File: config.mk
export PLATFORM = sky130hd
export DESIGN_NAME = spart_tx_arbiter
export DESIGN_NICKNAME = d
export VERILOG_FILES = /design/src/rtl/spart_pkg.sv /design/src/rtl/rr_pick.sv /design/src/rtl/spart_tx_arbiter.sv
export SDC_FILE = /design/constraint.sdc
export NUM_CORES = 1
export LEC_CHECK = 0
export ABC_CLOCK_PERIOD_IN_PS = 4220
export CORE_MARGIN = 2
export CORE_UTILIZATION = 53
export DETAILED_ROUTE_END_ITERATION = 8
export GPL_ROUTABILITY_DRIVEN = 0
export GPL_TIMING_DRIVEN = 0
export HOLD_SLACK_MARGIN = 0.12
export PLACE_DENSITY = 0.84
export SETUP_SLACK_MARGIN = 0.4
export SYNTH_ARGS = -nofsm -noshare
export SYNTH_HDL_FRONTEND = slang
export SYNTH_SLANG_ARGS = --single-unit
File: constraint.sdc
create_clock -name clk -period 4.22 [get_ports clk]
set_clock_uncertainty 0.05 [all_clocks]
set_input_delay 0.422 -clock clk [delete_from_list [all_inputs] [get_ports clk]]
set_output_delay 0.422 -clock clk [all_outputs]
set_load 0.005 [all_outputs]
File: src/rtl/spart_pkg.sv
// Shared SPART arbitration types and constants.
package spart_pkg;

    localparam int unsigned SPART_DATA_W = 8;

    typedef enum logic [1:0] {
        IDLE,
        ARM,
        SEND,
        HOLD
    } arb_state_e;

endpackage

File: src/rtl/rr_pick.sv
// Combinational round-robin search: first valid requester after last_grant, with wrap-around.
module rr_pick #(
    parameter int unsigned N  = 2,
    parameter int unsigned IW = (N > 1) ? $clog2(N) : 1
) (
    input  logic [N-1:0]  req_valid,
    input  logic [IW-1:0] last_grant,
    output logic [IW-1:0] idx,
    output logic          found
);

    logic [IW-1:0] cand;

    // Walk (last_grant+1 .. last_grant+N) mod N; the modulo keeps every candidate a legal index.
    always_comb begin
        idx   = '0;
        found = 1'b0;
        cand  = '0;
        for (int unsigned k = 1; k <= N; k++) begin
            cand = IW'((32'(last_grant) + k) % N);
            if (!found && req_valid[cand]) begin
                found = 1'b1;
                idx   = cand;
            end
        end
    end

endmodule

File: src/rtl/spart_tx_arbiter.sv
// Round-robin, message-locked arbiter feeding the single SPART transmitter.
module spart_tx_arbiter
    import spart_pkg::*;
#(
    parameter int unsigned N_REQ        = 2,
    parameter int unsigned HOLDOFF      = 2,
    parameter int unsigned LOCK_TIMEOUT = 255
) (
    input  logic                      clk,
    input  logic                      rst,
    input  logic [N_REQ-1:0]          req_valid,
    input  logic [SPART_DATA_W*N_REQ-1:0] req_data,
    input  logic [N_REQ-1:0]          req_last,
    output logic [N_REQ-1:0]          req_ready,
    input  logic                      tbr,
    output logic                      tx_write,
    output logic [SPART_DATA_W-1:0]   tx_data,
    output logic [N_REQ-1:0]          grant,
    output logic                      busy,
    output logic                      lock_err
);

    localparam int unsigned IW = (N_REQ > 1) ? $clog2(N_REQ) : 1;
    localparam int unsigned TW = $clog2(LOCK_TIMEOUT + 1);

    arb_state_e              state_q, state_d;
    logic [N_REQ-1:0]        grant_q, grant_d;
    logic [IW-1:0]           gidx_q, gidx_d;
    logic [IW-1:0]           last_grant_q, last_grant_d;
    logic                    tx_write_q, tx_write_d;
    logic [SPART_DATA_W-1:0] tx_data_q, tx_data_d;
    logic                    last_q, last_d;
    logic                    lock_err_q, lock_err_d;
    logic [TW-1:0]           to_cnt_q, to_cnt_d;
    logic [3:0]              ho_cnt_q, ho_cnt_d;

    logic [IW-1:0]           pick_idx;
    logic                    pick_found;
    logic                    sel_valid;
    logic                    sel_last;
    logic [SPART_DATA_W-1:0] sel_data;

    rr_pick #(
        .N  (N_REQ),
        .IW (IW)
    ) u_rr_pick (
        .req_valid  (req_valid),
        .last_grant (last_grant_q),
        .idx        (pick_idx),
        .found      (pick_found)
    );

    assign sel_valid = req_valid[gidx_q];
    assign sel_last  = req_last[gidx_q];
    assign sel_data  = req_data[SPART_DATA_W*gidx_q +: SPART_DATA_W];

    // Next-state and handshake logic; req_ready is the only output not taken from a flop.
    always_comb begin
        state_d      = state_q;
        grant_d      = grant_q;
        gidx_d       = gidx_q;
        last_grant_d = last_grant_q;
        tx_write_d   = 1'b0;
        tx_data_d    = tx_data_q;
        last_d       = last_q;
        lock_err_d   = 1'b0;
        to_cnt_d     = to_cnt_q;
        ho_cnt_d     = ho_cnt_q;
        req_ready    = '0;

        case (state_q)
            IDLE: begin
                if (pick_found) begin
                    grant_d           = '0;
                    grant_d[pick_idx] = 1'b1;
                    gidx_d            = pick_idx;
                    to_cnt_d          = '0;
                    state_d           = ARM;
                end
            end
            ARM: begin
                if (sel_valid && tbr) begin
                    req_ready[gidx_q] = 1'b1;
                    tx_data_d         = sel_data;
                    last_d            = sel_last;
                    to_cnt_d          = '0;
                    tx_write_d        = 1'b1;
                    state_d           = SEND;
                end else if (!sel_valid) begin
                    if (to_cnt_q == TW'(LOCK_TIMEOUT - 1)) begin
                        lock_err_d   = 1'b1;
                        last_grant_d = gidx_q;
                        grant_d      = '0;
                        to_cnt_d     = '0;
                        state_d      = IDLE;
                    end else begin
                        to_cnt_d = to_cnt_q + TW'(1);
                    end
                end
            end
            SEND: begin
                ho_cnt_d = 4'(HOLDOFF);
                state_d  = HOLD;
            end
            HOLD: begin
                ho_cnt_d = ho_cnt_q - 4'd1;
                if (ho_cnt_q == 4'd1) begin
                    if (last_q) begin
                        last_grant_d = gidx_q;
                        grant_d      = '0;
                        state_d      = IDLE;
                    end else begin
                        state_d = ARM;
                    end
                end
            end
            default: state_d = IDLE;
        endcase
    end

    // State and registered outputs.
    always_ff @(posedge clk) begin
        if (rst) begin
            state_q      <= IDLE;
            grant_q      <= '0;
            gidx_q       <= '0;
            last_grant_q <= IW'(N_REQ - 1);
            tx_write_q   <= 1'b0;
            tx_data_q    <= '0;
            last_q       <= 1'b0;
            lock_err_q   <= 1'b0;
            to_cnt_q     <= '0;
            ho_cnt_q     <= '0;
        end else begin
            state_q      <= state_d;
            grant_q      <= grant_d;
            gidx_q       <= gidx_d;
            last_grant_q <= last_grant_d;
            tx_write_q   <= tx_write_d;
            tx_data_q    <= tx_data_d;
            last_q       <= last_d;
            lock_err_q   <= lock_err_d;
            to_cnt_q     <= to_cnt_d;
            ho_cnt_q     <= ho_cnt_d;
        end
    end

    assign grant    = grant_q;
    assign tx_write = tx_write_q;
    assign tx_data  = tx_data_q;
    assign lock_err = lock_err_q;
    assign busy     = (state_q != IDLE);

endmodule

After elaboration in Yosys (flattened, before gate mapping):

Index checks and enable logic that the tools add are counted.

* bits of input ports: 23
* flip-flop bits (word level): 29

* add/sub/neg operators: 4
* shift-type cells: 1
* muxes and demuxes: 44
* eq/ne operators: 13
* bitwise operators: 1
* reduce and logical (&&, ||, !) cells: 19
* $lt $le $gt $ge: 6

Operator list (count)
* $mux 8: 4
* $mux 1: 22
* $mux 2: 11
* $pmux 8 s2: 1
* $shiftx 16x5->8: 1
* $ne 2x2->1 const B: 6
* $add 8x1->8 const B: 1
* $eq 8x8->1 const B: 1
* $lt 1x2->1 const B: 4
* $pmux 2 s4: 1
* $pmux 4 s2: 1
* $reduce_bool 2->1: 4
* $reduce_and 7->1: 1
* $ne 3x3->1 const B: 2
* $pmux 2 s3: 1
* $reduce_and 6->1: 1
* $eq 2x2->1 const B: 2
* $eq 4x1->1 const B: 1
* $logic_and 1x1->1: 4
* $reduce_and 2->1: 2
* $reduce_and 4->1: 1
* $reduce_or 4->1: 1
* $sub 4x1->4 const B: 1
* $reduce_and 3->1: 1
* other kinds (10): 13

Depth between registers and ports, before layout:

* word-level depth: 13
* depth in mapped cells: 7
* depth with buffers taken out: 6

Cells and area by module:

From an unflattened synthesis, not the netlist that was laid out.

* cells, all modules: 176
* area, all modules: 1590.3 um2

Modules (own cells, without submodules)
* spart_tx_arbiter: instances 1, area each 1576.5 um2, cells each 174
* rr_pick: instances 1, area each 13.8 um2, cells each 2

Least setup slack after synthesis:

OpenSTA, ideal clock, no wires.

* path kind: register to register
* start: reg to_cnt_q[0]
* end: reg to_cnt_q[5]
* stages on the path, launching flop included: 8
* required time: 4096 ps
* data arrival time: 1886 ps
* buffers on the path: 1
* clock period less this slack: 2011 ps
* slack: 2209 ps
* setup time: 74 ps
* cell sequence: dfxtp_1 -> inv_1 -> ha_1 -> and3_1 -> clkbuf_1 -> a221o_1 -> or4_1 -> a31oi_1

* word-level cells in the longest chain between the ends: 5
* elaborated cells on any way between the ends: 6
* classes of those cells: add/sub (1); eq/ne (1); mux (4)

RTL lines
* start: declaration: RTL line spart_tx_arbiter.sv:34 `logic [TW-1:0] to_cnt_q, to_cnt_d;`
* start signal: assignment: RTL line spart_tx_arbiter.sv:143 `to_cnt_q <= to_cnt_d;`
* $add 8x1->8 / $eq 8x8->1 (equally long branches): RTL line spart_tx_arbiter.sv:97, spart_tx_arbiter.sv:90
* $mux 8 *: RTL line spart_tx_arbiter.sv:90 `if (to_cnt_q == TW'(LOCK_TIMEOUT - 1)) begin`
* $mux 8 *: RTL line spart_tx_arbiter.sv:89 `end else if (!sel_valid) begin`
* $mux 8 *: RTL line spart_tx_arbiter.sv:82 `if (sel_valid && tbr) begin`
* $pmux 8 s2 *: RTL line spart_tx_arbiter.sv:71 `case (state_q)`

Mark *: on every way between the ends. The rest lies on a longest branch, timed or not. The select of a mux whose other input is x is not followed.
A chain may end at the register's enable or synchronous reset.

Worst setup path after layout:

* start: in req_valid[0]
* end: out req_ready[0]

* word-level cells in the longest chain between the ends: 5

RTL lines
* start: declaration: RTL line spart_tx_arbiter.sv:11 `input logic [N_REQ-1:0] req_valid,`
* $mux 1 (not written as such) (2 in a row): RTL line spart_tx_arbiter.sv:53 `assign sel_valid = req_valid[gidx_q];`
* $logic_and 1x1->1: RTL line spart_tx_arbiter.sv:82
* $mux 2: RTL line spart_tx_arbiter.sv:82
* $mux 2: RTL line spart_tx_arbiter.sv:71
* end: declaration: RTL line spart_tx_arbiter.sv:14 `output logic [N_REQ-1:0] req_ready,`

No other way between the ends. The select of a mux whose other input is x is not followed.

==> summary.txt <==
Place
  – Placed Cells: 258
  – Post-detail-place hpwl: 2681 um
  – PortBufs: 36
  – Place WS: 1.692 ns

Hold path
  – Hold depth: 2
  – Hold Path Origin: tx_data[2]$_SDFFE_PP0P_
  – Worst Hold Path EP: tx_data[2]$_SDFFE_PP0P_
  – Worst hold path type: flip-flop to flip-flop

Critical path
  – CP max FO: 8
  – Worst setup EP type: primary output
  – WP data arrival: 1.96 ns
  – Critical-path cell list: clkdlybuf4s50_1, mux2i_2, nor3_1, clkdlybuf4s50_1
  – Kind of critical path: input port to primary output
  – Reg-to-reg startpoint: to_cnt_q[0]$_SDFFE_PP0P_
  – Worst Path Buf+Inv: 2
  – Critical Path Source Type: input port
  – Most used cell, CP: clkdlybuf4s50_1
  – Max incr delay on CP: 0.59 ns
  – Reg-to-reg slack, setup: 1.97 ns
  – Reg2Reg Depth: 7
  – Crit path required time: 3.75 ns
  – Crit-path leading delay family: buffers and inverters
  – CP max stage cell: clkdlybuf4s50_1
  – Worst reg2reg endpoint: state_q[0]$_SDFFE_PP0P_

Power
  – P_leak: 0.7155 nW
  – Overall power: 0.6921 mW
  – Flop pwr share: 44.2%
  – Int Pwr: 0.4656 mW
  – Clk pwr share: 23.4%
  – Pwr Density: 335.6 nW/um2
  – Worst VDD drop: 211.4 uV
  – Combinational share of power: 32.4%
  – P_sw: 0.2264 mW
  – Net Sw Frac: 32.72%

Final layout
  – Nets: 264
  – Share of cells above drive strength 1: 6.438%
  – Post-Layout Cell Count: 266
  – Most frequent cells in the layout: 36 x clkdlybuf4s50_1, 29 x dfxtp_1, 19 x nor2_1
  – Antenna diodes: 0
  – Register area: 580.6 um2
  – Most common cell after layout, fill and taps aside: clkdlybuf4s50_1
  – Final core occ: 69.24%
  – Area of the multi-input gates: 935.9 um2
  – Area delta synth->final: 27.95%
  – Fillers: 253

Global routing
  – Vias in the first global route: 1,384
  – First-pass GRT wire length: 6120 um
  – Pin count of the biggest net entering global routing: 11
  – Total grt overflow: 0
  – Antenna violations before repair: 0
  – Total track usage: 23.51%

Routing
  – ANT nets after route: 0
  – Via density: 5.827
  – Routed wire length: 3644 um
  – Via count: 1,550
  – Remaining DRCs: 0
  – First-pass DRT Iterations: 4
  – Average wire per standard cell: 13.70 um
  – Max Used Layer: met4
  – Met3 WL: 252 um
  – Met1 wire length: 1656 um
  – Wire length on met2: 1666 um
  – Starting DRT DRC Count: 86

Clock network
  – CTS root buffer: clkbuf_4
  – Setup repair bufs after CTS: 0
  – Clk buf depth: 2
  – H-tree Lvls: 2
  – Clock sink count: 29
  – TritonCTS Buffers: 5
  – Clk_lat worst skew: 0.33 ns
  – CTS clk-pin slew, worst paths: 0.08 ns
  – CTS Hold Bufs: 0
  – PostCTS Resize Cnt: 0
  – CTS tree: done

Die
  – Full die area: 3498 um2
  – Area of the core: 2978 um2
  – Initial Util: 54.12%
  – # rows: 20
  – Top-level I/O count: 38
  – Die X-Extent: 59.14 um
  – Die height: 59.14 um

Yosys
  – Yosys cell types: 45
  – Post-synth EDFFs: 0
  – Largest family of logic cells by synthesized area: simple AND/OR/NAND/NOR gates
  – Synth Area in Compound Gates: 19.72%
  – Average cell area after synthesis: 8.527 um2
  – Fraction of registers with async set/reset: 0%
  – Synthesized area: 1612 um2
  – Post-Syn Instances: 189
  – Main synth FF type: dfxtp_1
  – Syn Nets: 221
  – Sequential area share after synthesis: 36.02%
  – Synth Area in Adders: 6.988%
  – Yosys Warn Count: 0
  – Area share of and/or/nand/nor cells after synthesis: 22.67%
  – #FFs+latches synth: 29
  – Post-synthesis mux area share: 8.696%
  – XOR/XNOR Fraction of Synth Area: 0%

STA
  – Measured slew at the worst slew-check pin: 0.8166 ns
  – Final min period: 2.434 ns
  – Unrepaired setup endpoints after global routing: no
  – Slew HR: 45.39%
  – Final period utilization: 57.69%
  – Setup total negative slack: 0 ns
  – Final Slew Violations: 0
  – Final setup violation count: 0
  – Fmax: 410.8 MHz
  – Final WS setup: 1.786 ns
  – Hold Vio Cnt, Final: 0

Job
  – MaxCap Viol Count: 0

Status
  – Status: completed
## worst max-delay path by stage
stage                                           to  cells after the start  slack, ns                     start
final                                 req_ready[0]                      4       1.79              req_valid[0]
after floorplan           to_cnt_q[5]$_SDFFE_PP0P_                      7       2.21  to_cnt_q[0]$_SDFFE_PP0P_
after CTS                             req_ready[0]                      4       1.77              req_valid[0]
after detailed placement   tx_data[5]$_SDFFE_PP0P_                      6       1.69              req_valid[0]
after global placement     tx_data[5]$_SDFFE_PP0P_                      6       1.70              req_valid[0]
after global routing                  req_ready[0]                      5       1.66                 flip-flop
## metal layers
layer	vias up	GRT usage, %
met5	-	0
li1	779	-
met4	0	10.06
met2	55	34.60
met3	7	8.515
met1	709	30.95
## power groups by stage
stage / Clock (mW) / Combinational [mW] / Sequential (mW)
after floorplan: 0 / 0.135 / 0.312
after global placement: 0 / 0.220 / 0.312
after detailed placement: 0 / 0.223 / 0.312
after CTS: 0.166 / 0.224 / 0.306
after global routing: 0.176 / 0.251 / 0.308
final: 0.162 / 0.224 / 0.306
## cells in the mapped netlist, drive strengths merged, types with 2 or more instances
cell / count / area share, %
clkbuf: 6 / 1.4
a41oi: 2 / 1.1
nand4: 5 / 1.9
inv: 13 / 3.0
nand3b: 2 / 0.93
and3: 2 / 0.78
dfxtp: 29 / 36
a32o: 2 / 1.2
mux2: 2 / 1.6
o21ai: 6 / 1.9
a221oi: 2 / 1.5
nor4: 3 / 1.2
buf: 4 / 1.5
or4: 2 / 0.93
a31oi: 5 / 1.9
a211oi: 10 / 4.7
mux2i: 11 / 7.1
nor3: 8 / 2.5
nor2b: 4 / 1.6
or3: 2 / 0.78
nand3: 7 / 2.2
nand2: 12 / 2.8
a21oi: 7 / 2.2
ha: 9 / 7.0
nor2: 19 / 4.4
## cells by family after synthesis
group	count (synthesis)
adder cells (fa/ha/maj)	9
multiplexers	13
flip-flops	29
buffers and inverters	23
AND/OR/NAND/NOR	72
AO/OA/AOI/OAI	43
## tightest hold or removal path: cells and delay by family, from the launching register on
family	cells	cell delay, ns
compound gates	1	0.05
flops	1	0.32
simple gates	1	0.09
## area by class of cell
cell class	instances	area share (%)
multi-input cells	137	45.39
flip-flops and latches	29	28.16
repair buffers	36	17.48
clock buffers	8	2.367
inverters	13	2.367
plain buffers	10	2.245
well taps	33	2.002
## flip-flops by register name, indices dropped and copies added (netlist names), named ones only
register and cells:
last_grant_q 1, to_cnt_q 8, tx_write 1, gidx_q 1, last_q 1, state_q 1, lock_err 1, ho_cnt_q 4
tx_data 8, grant 2
## through the flow
step / hold WS (ns) / cell area [um2]
after global routing: 0.4765 / 2062
final: 0.4498 / 2062
after floorplan: 0.4193 / 1612
after detailed placement: 0.4406 / 2013
after global placement: 0.4361 / 2013
after CTS: 0.4518 / 2062
No activity file was read; power rests on OpenSTA's default activity.
==> RTL edit 1, RTL diff (config.mk and constraints unchanged) <==
Re-encode `arb_state_e` (4 states) as one-hot, 4 bits wide.
--- a/src/rtl/spart_pkg.sv
+++ b/src/rtl/spart_pkg.sv
@@ -4,9 +4,9 @@
     localparam int unsigned SPART_DATA_W = 8;
 
-    typedef enum logic [1:0] {
-        IDLE,
-        ARM,
-        SEND,
-        HOLD
+    typedef enum logic [3:0] {
+        IDLE = 4'b0001,
+        ARM  = 4'b0010,
+        SEND = 4'b0100,
+        HOLD = 4'b1000
     } arb_state_e;
 
Check against the original RTL: no difference found for any inputs over 10 cycles, from zero or initial values and one cycle with rst high; not proved beyond that.
==> RTL edit 1 against the unedited design <==
- power up 41%
- count of clock-buffer cells in the layout unchanged
- register-to-register slack better by 120 ps
- first-iteration DRC count up 60%
- wire length up 26%
- clock power up 27%
- setup slack worse by 610 ps
- sequential power up 13%
- synthesized area up 8.1%
- cell area up 8.4%
- sequential cell count up 2
- sequential share of layout area down 0.40 points
- largest cell class unchanged
==> RTL edit 1: results (changes against the unedited design) <==
| Result | This run | Unit | vs unedited |
|:---|:---|:---|:---|
| Result of the run | completed | - |  |
| Post-synthesis compound-gate area fraction | 0.2040 | - | +0.006818 |
| Switching power of the nets | 0.3591 | mW | +59% |
| Drt first-iter violations | 138 | - | +60% |
| Clk Latency, worst-skew pair | 340 | ps |  |
| Worst slack at placement | 1354 | ps | -337.3 ps |
| Mean routed wirelength per cell | 16.55 | um | +21% |
| Most used flip-flop cell after synthesis | dfxtp_1 | - |  |
| Cell with the largest stage delay on the worst path | clkdlybuf4s50_1 | - |  |
| Fraction of final layout cells sized beyond drive strength 1 | 0.1325 | - | +0.06810 |
| Clock transition at the register clock pins on the worst setup and hold paths after CTS | 100 | ps | +20 ps |
| Count of different cell masters after synthesis | 51 | - | +13% |
| Top area cells in the synthesized netlist | dfxtp_1 36%, a211oi_1 7.3%, mux2i_1 6.3% | - |  |
| Number of max-capacitance violations reported | 0 | - | unchanged |
| Xor-xnor portion of the synthesized cell area | 0.005029 | - | +0.005029 |
| Leakage power summed over all cells | 0.7385 | nW | +3.2% |
| Clock buffer count from CTS | 5 | - | unchanged |
| Async set-or-reset flop fraction in the synthesized netlist | 0 | - | unchanged |
| Peak VDD IR | 0.2613 | mV | +24% |
| YS warnings | 0 | - | unchanged |
| NumNets Final | 260 | - | -1.5% |
| Count of antenna diodes in the layout | 0 | - | unchanged |
| Pin count of the biggest net entering global routing | 11 | - | unchanged |
| Global-route wire length before repair | 7189 | um | +17% |
| Worst stage delay on the critical path | 510 | ps | -80 ps |
| Slew headroom | 0.5537 | - | +0.09972 |
| Share of synthesized area occupied by flip-flops and latches | 0.3563 | - | -0.003927 |
| Syn_nets | 216 | - | -2.3% |
| Clock tree root buffer cell | clkbuf_4 | - |  |
| Via count of the first global-routing pass | 1,628 | - | +18% |
| Number of port buffers | 37 | - | +2.8% |
| Post-DP HPWL | 3344 | um | +25% |
| Arrival time reported for the critical path endpoint | 2570 | ps | +610 ps |
| H-tree depth reported by CTS | 2 | - | unchanged |
| Highest net fanout along the worst path | 10 | - | +2 |
| Cell type group with the largest total delay on the critical path | simple AND/OR/NAND/NOR gates | - |  |
| Total routing resource utilization after global routing | 0.2635 | - | +0.02837 |
| Count of fill cells added during filler insertion | 235 | - | -7.1% |
| Worst min path class | reg2reg | - |  |
| Maximum count of clock buffers along a single path | 2 | - | unchanged |
| Most frequent cells after synthesis | 31 x dfxtp_1, 17 x a211oi_1, 16 x nor2_1, 11 x mux2i_1, 11 x nand2_1 | - |  |
| Post-Synth Adder-Cell Area | 0.02874 | - | -0.04114 |
| Resized Gates After CTS | 0 | - | unchanged |
| Multiplexer area fraction after synthesis | 0.07615 | - | -0.01081 |
| Length of the first detailed-routing pass in iterations | 6 | - | +2 |
| Vias post-DR | 1,666 | - | +7.5% |
RTL edit 1: cell count changes after synthesis, sizes merged, moves of 3 or more:
cell | unedited run | this run
a211oi | 10 | 19
a31oi | 5 | 1
buf | 4 | 9
ha | 9 | 4
inv | 13 | 7
nand4 | 5 | 2
nor2 | 19 | 16
nor4b | 0 | 3
o21ai | 6 | 1
o31ai | 0 | 7
or4 | 2 | 7
or4b | 0 | 4
RTL edit 1: path summary, 6_finish.rpt:
check	start	end	slack [ps]	cells after the start
max	state_q[1]	req_ready[0]	1180	6
min	tx_data[7]	tx_data[7]	450	2
max reg2reg	ho_cnt_q[1]	grant[0]	2090	6
min reg2reg	tx_data[7]	tx_data[7]	450	2
RTL edit 1: metrics by stage:
step                total power, mW  cell area (sq um)  instances  hold WS [ps]
floorplan                    0.6382               1742        189         400.6
global placement             0.7470               2167        270         416.7
detailed placement           0.7676               2167        270         440.7
CTS                          0.9706               2236        278         453.3
global route                  1.020               2236        278         471.1
finish                       0.9760               2236        278         451.7
RTL edit 1: layer usage:
layer,global-route usage,share of wire
met3,0.08613,0.073
met5,0,0
met1,0.2791,0.40
met2,0.4742,0.51
met4,0.1149,0.019
RTL edit 1: layout make-up:
| class | count | area [sq um] | area share |
|---|---|---|---|
| Sequential cell | 31 | 620.6 | 0.2776 |
| Clock buffer | 8 | 68.82 | 0.03078 |
| Buffer | 14 | 85.08 | 0.03805 |
| Inverter | 7 | 26.28 | 0.01175 |
| Timing Repair Buffer | 37 | 370.4 | 0.1656 |
| Tap cell | 44 | 55.05 | 0.02462 |
| Multi-Input combinational cell | 137 | 1010 | 0.4516 |
RTL edit 1: logic make-up (layout without fill, tap and decap cells):
family,Yosys count,in the layout
mux,13,13
fa+ha+maj,4,4
buf+inv,21,66
xor+xnor,1,1
simple gates,73,73
flops,31,31
compound gates,46,46
RTL edit 1: tightest hold or removal path, delay by kind of cell, from the launching register on:
family,cells,cell delay (ps)
AO/OA/AOI/OAI,1,50
flip-flops,1,320
AND/OR/NAND/NOR,1,90
RTL edit 1: power groups by stage:
stage	Clock, mW	Sequential [mW]	Combinational (mW)
after floorplan	0	0.350	0.288
after global placement	0	0.352	0.395
after detailed placement	0	0.353	0.415
after CTS	0.207	0.346	0.418
after global routing	0.213	0.352	0.455
final	0.205	0.347	0.424
==> RTL edit 2, RTL diff (same flow settings) <==
Made on the original files. The package constant `SPART_DATA_W` goes from 8 to 12.
--- a/src/rtl/spart_pkg.sv
+++ b/src/rtl/spart_pkg.sv
@@ -2,5 +2,5 @@
 package spart_pkg;
 
-    localparam int unsigned SPART_DATA_W = 8;
+    localparam int unsigned SPART_DATA_W = 12;
 
     typedef enum logic [1:0] {
Ports: changed (resized req_data and tx_data); port bits go from 38 to 50. The function was not compared with the original's and may differ.
==> RTL edit 2 against the unedited design <==
- utilization grew 4.1 points
- largest cell class unchanged
- sequential cell count grew 4
- synthesized area grew 15%
- die area grew 14%
- combinational power grew 18%
- cell area grew 19%
- power grew 13%
- fmax shrank 20%
- highest routed layer unchanged
- wire length grew 23%
- sequential power grew 14%
- setup slack lost 600 ps
- non-clock buffer count grew 14
- critical endpoint unchanged
==> RTL edit 2: results (changes against the unedited design) <==
| Result | This run | Unit | vs unedited |
|:---|:---|:---|:---|
| Number of port buffers | 49 | - | +36% |
| Switching power of the nets | 0.2560 | mW | +13% |
| Mean routed wirelength per cell | 14.30 | um | +4.4% |
| Length of the first detailed-routing pass in iterations | 4 | - | unchanged |
| Top area cells in the synthesized netlist | dfxtp_1 36%, mux2i_1 8.1%, a211oi_1 6.1% | - |  |
| Total routing resource utilization after global routing | 0.2499 | - | +0.01480 |
| Syn_nets | 250 | - | +13% |
| Leakage power summed over all cells | 0.8422 | nW | +18% |
| Total met3 wirelength after detailed routing | 427 | um | +69% |
| Most frequent cells after synthesis | 33 x dfxtp_1, 27 x nor2_1, 15 x a211oi_1, 15 x mux2i_1, 10 x inv_1 | - |  |
| Multiplexer area fraction after synthesis | 0.09540 | - | +0.008443 |
| Pin count of the biggest net entering global routing | 11 | - | unchanged |
| Count of different cell masters after synthesis | 43 | - | -4.4% |
| Global-route wire length before repair | 7810 | um | +28% |
| Total cell area at the placement stage | 2397 | sq um | +19% |
| Xor-xnor portion of the synthesized cell area | 0 | - | unchanged |
| Post-synthesis compound-gate area fraction | 0.2064 | - | +0.009155 |
| Metal2 WL | 2102 | um | +26% |
| Highest net fanout along the worst path | 10 | - | +2 |
| Result of the run | completed | - |  |
| Worst stage delay on the critical path | 600 | ps |  |
| Count of fill cells added during filler insertion | 280 | - | +11% |
| Post-DP HPWL | 3441 | um | +28% |
| Post-Synth Adder-Cell Area | 0.06089 | - | -0.008983 |
| Detailed-routing wirelength on met1 | 1862 | um | +12% |
| NumNets Final | 306 | - | +16% |
| Peak VDD IR | 0.1833 | mV | -13% |
| Vias per cell | 5.626 | - | -3.4% |
| FF/Latch Area | 660.6 | sq um | +14% |
| Fraction of final layout cells sized beyond drive strength 1 | 0.07491 | - | +0.01053 |
| Share of synthesized area occupied by flip-flops and latches | 0.3572 | - | -0.003009 |
| Maximum count of clock buffers along a single path | 2 | - | unchanged |
| Slew at the pin with the worst max-slew slack | 526.5 | ps | -290.0 ps |
| Via count of the first global-routing pass | 1,732 | - | +25% |
| Drt first-iter violations | 101 | - | +17% |
| Arrival time reported for the critical path endpoint | 2560 | ps | +600 ps |
[RTL edit 2: cell types whose count changed after synthesis, moves of 4 or more]
cell | unedited run | this run
nand2_1 | 12 | 4
nor2_1 | 19 | 27
o211ai_1 | 1 | 7
a211oi_1 | 10 | 15
mux2i_1 | 10 | 15
buf_2 | 1 | 5
dfxtp_1 | 29 | 33
nand2b_1 | 1 | 5
nand3b_1 | 2 | 6
[RTL edit 2: stage by stage]
stage               worst slack [ps]  std cells
detailed placement              1219        305
global placement                1206        305
finish                          1189        313
CTS                             1172        313
global route                    1021        313
floorplan                       2308        210
[RTL edit 2: worst max-delay path, delay by kind of cell]
kind / cells / cell delay [ps]
buf+inv: 4 / 1560
simple gates: 2 / 340
mux: 1 / 230
[RTL edit 2: worst paths after layout]
check	start	to	slack, ps	cells after the start
max	req_valid[0]	req_ready[0]	1190	7
min	grant[0]	grant[0]	450	2
max reg2reg	state_q[0]	flip-flop	2200	6
min reg2reg	grant[0]	grant[0]	450	2
[RTL edit 2: logic make-up after synthesis]
group           count (synthesis)
fa+ha+maj                       9
flops                          33
compound gates                 51
mux                            17
simple gates                   79
buf+inv                        21
[RTL edit 2: layout make-up]
cell class,instances,share of cell area
inverters,10,0.01533
multi-input cells,156,0.4507
well taps,46,0.02351
clock buffers,6,0.01686
clock inverters,2,0.004088
repair buffers,49,0.2003
plain buffers,11,0.01942
flip-flops and latches,33,0.2698
[RTL edit 2: power by group through the flow]
stage	Combinational [mW]	Clock (mW)	Sequential (mW)
final	0.264	0.170	0.350
after global routing	0.292	0.191	0.354
after CTS	0.263	0.177	0.350
after detailed placement	0.262	0	0.357
after global placement	0.257	0	0.356
after floorplan	0.154	0	0.356
[RTL edit 2: routing by layer]
layer  vias up  global-route usage
li1        883                   -
met1       785              0.2936
met2        82              0.4003
met3        11              0.1000
met4         0              0.1111
met5         -                   0
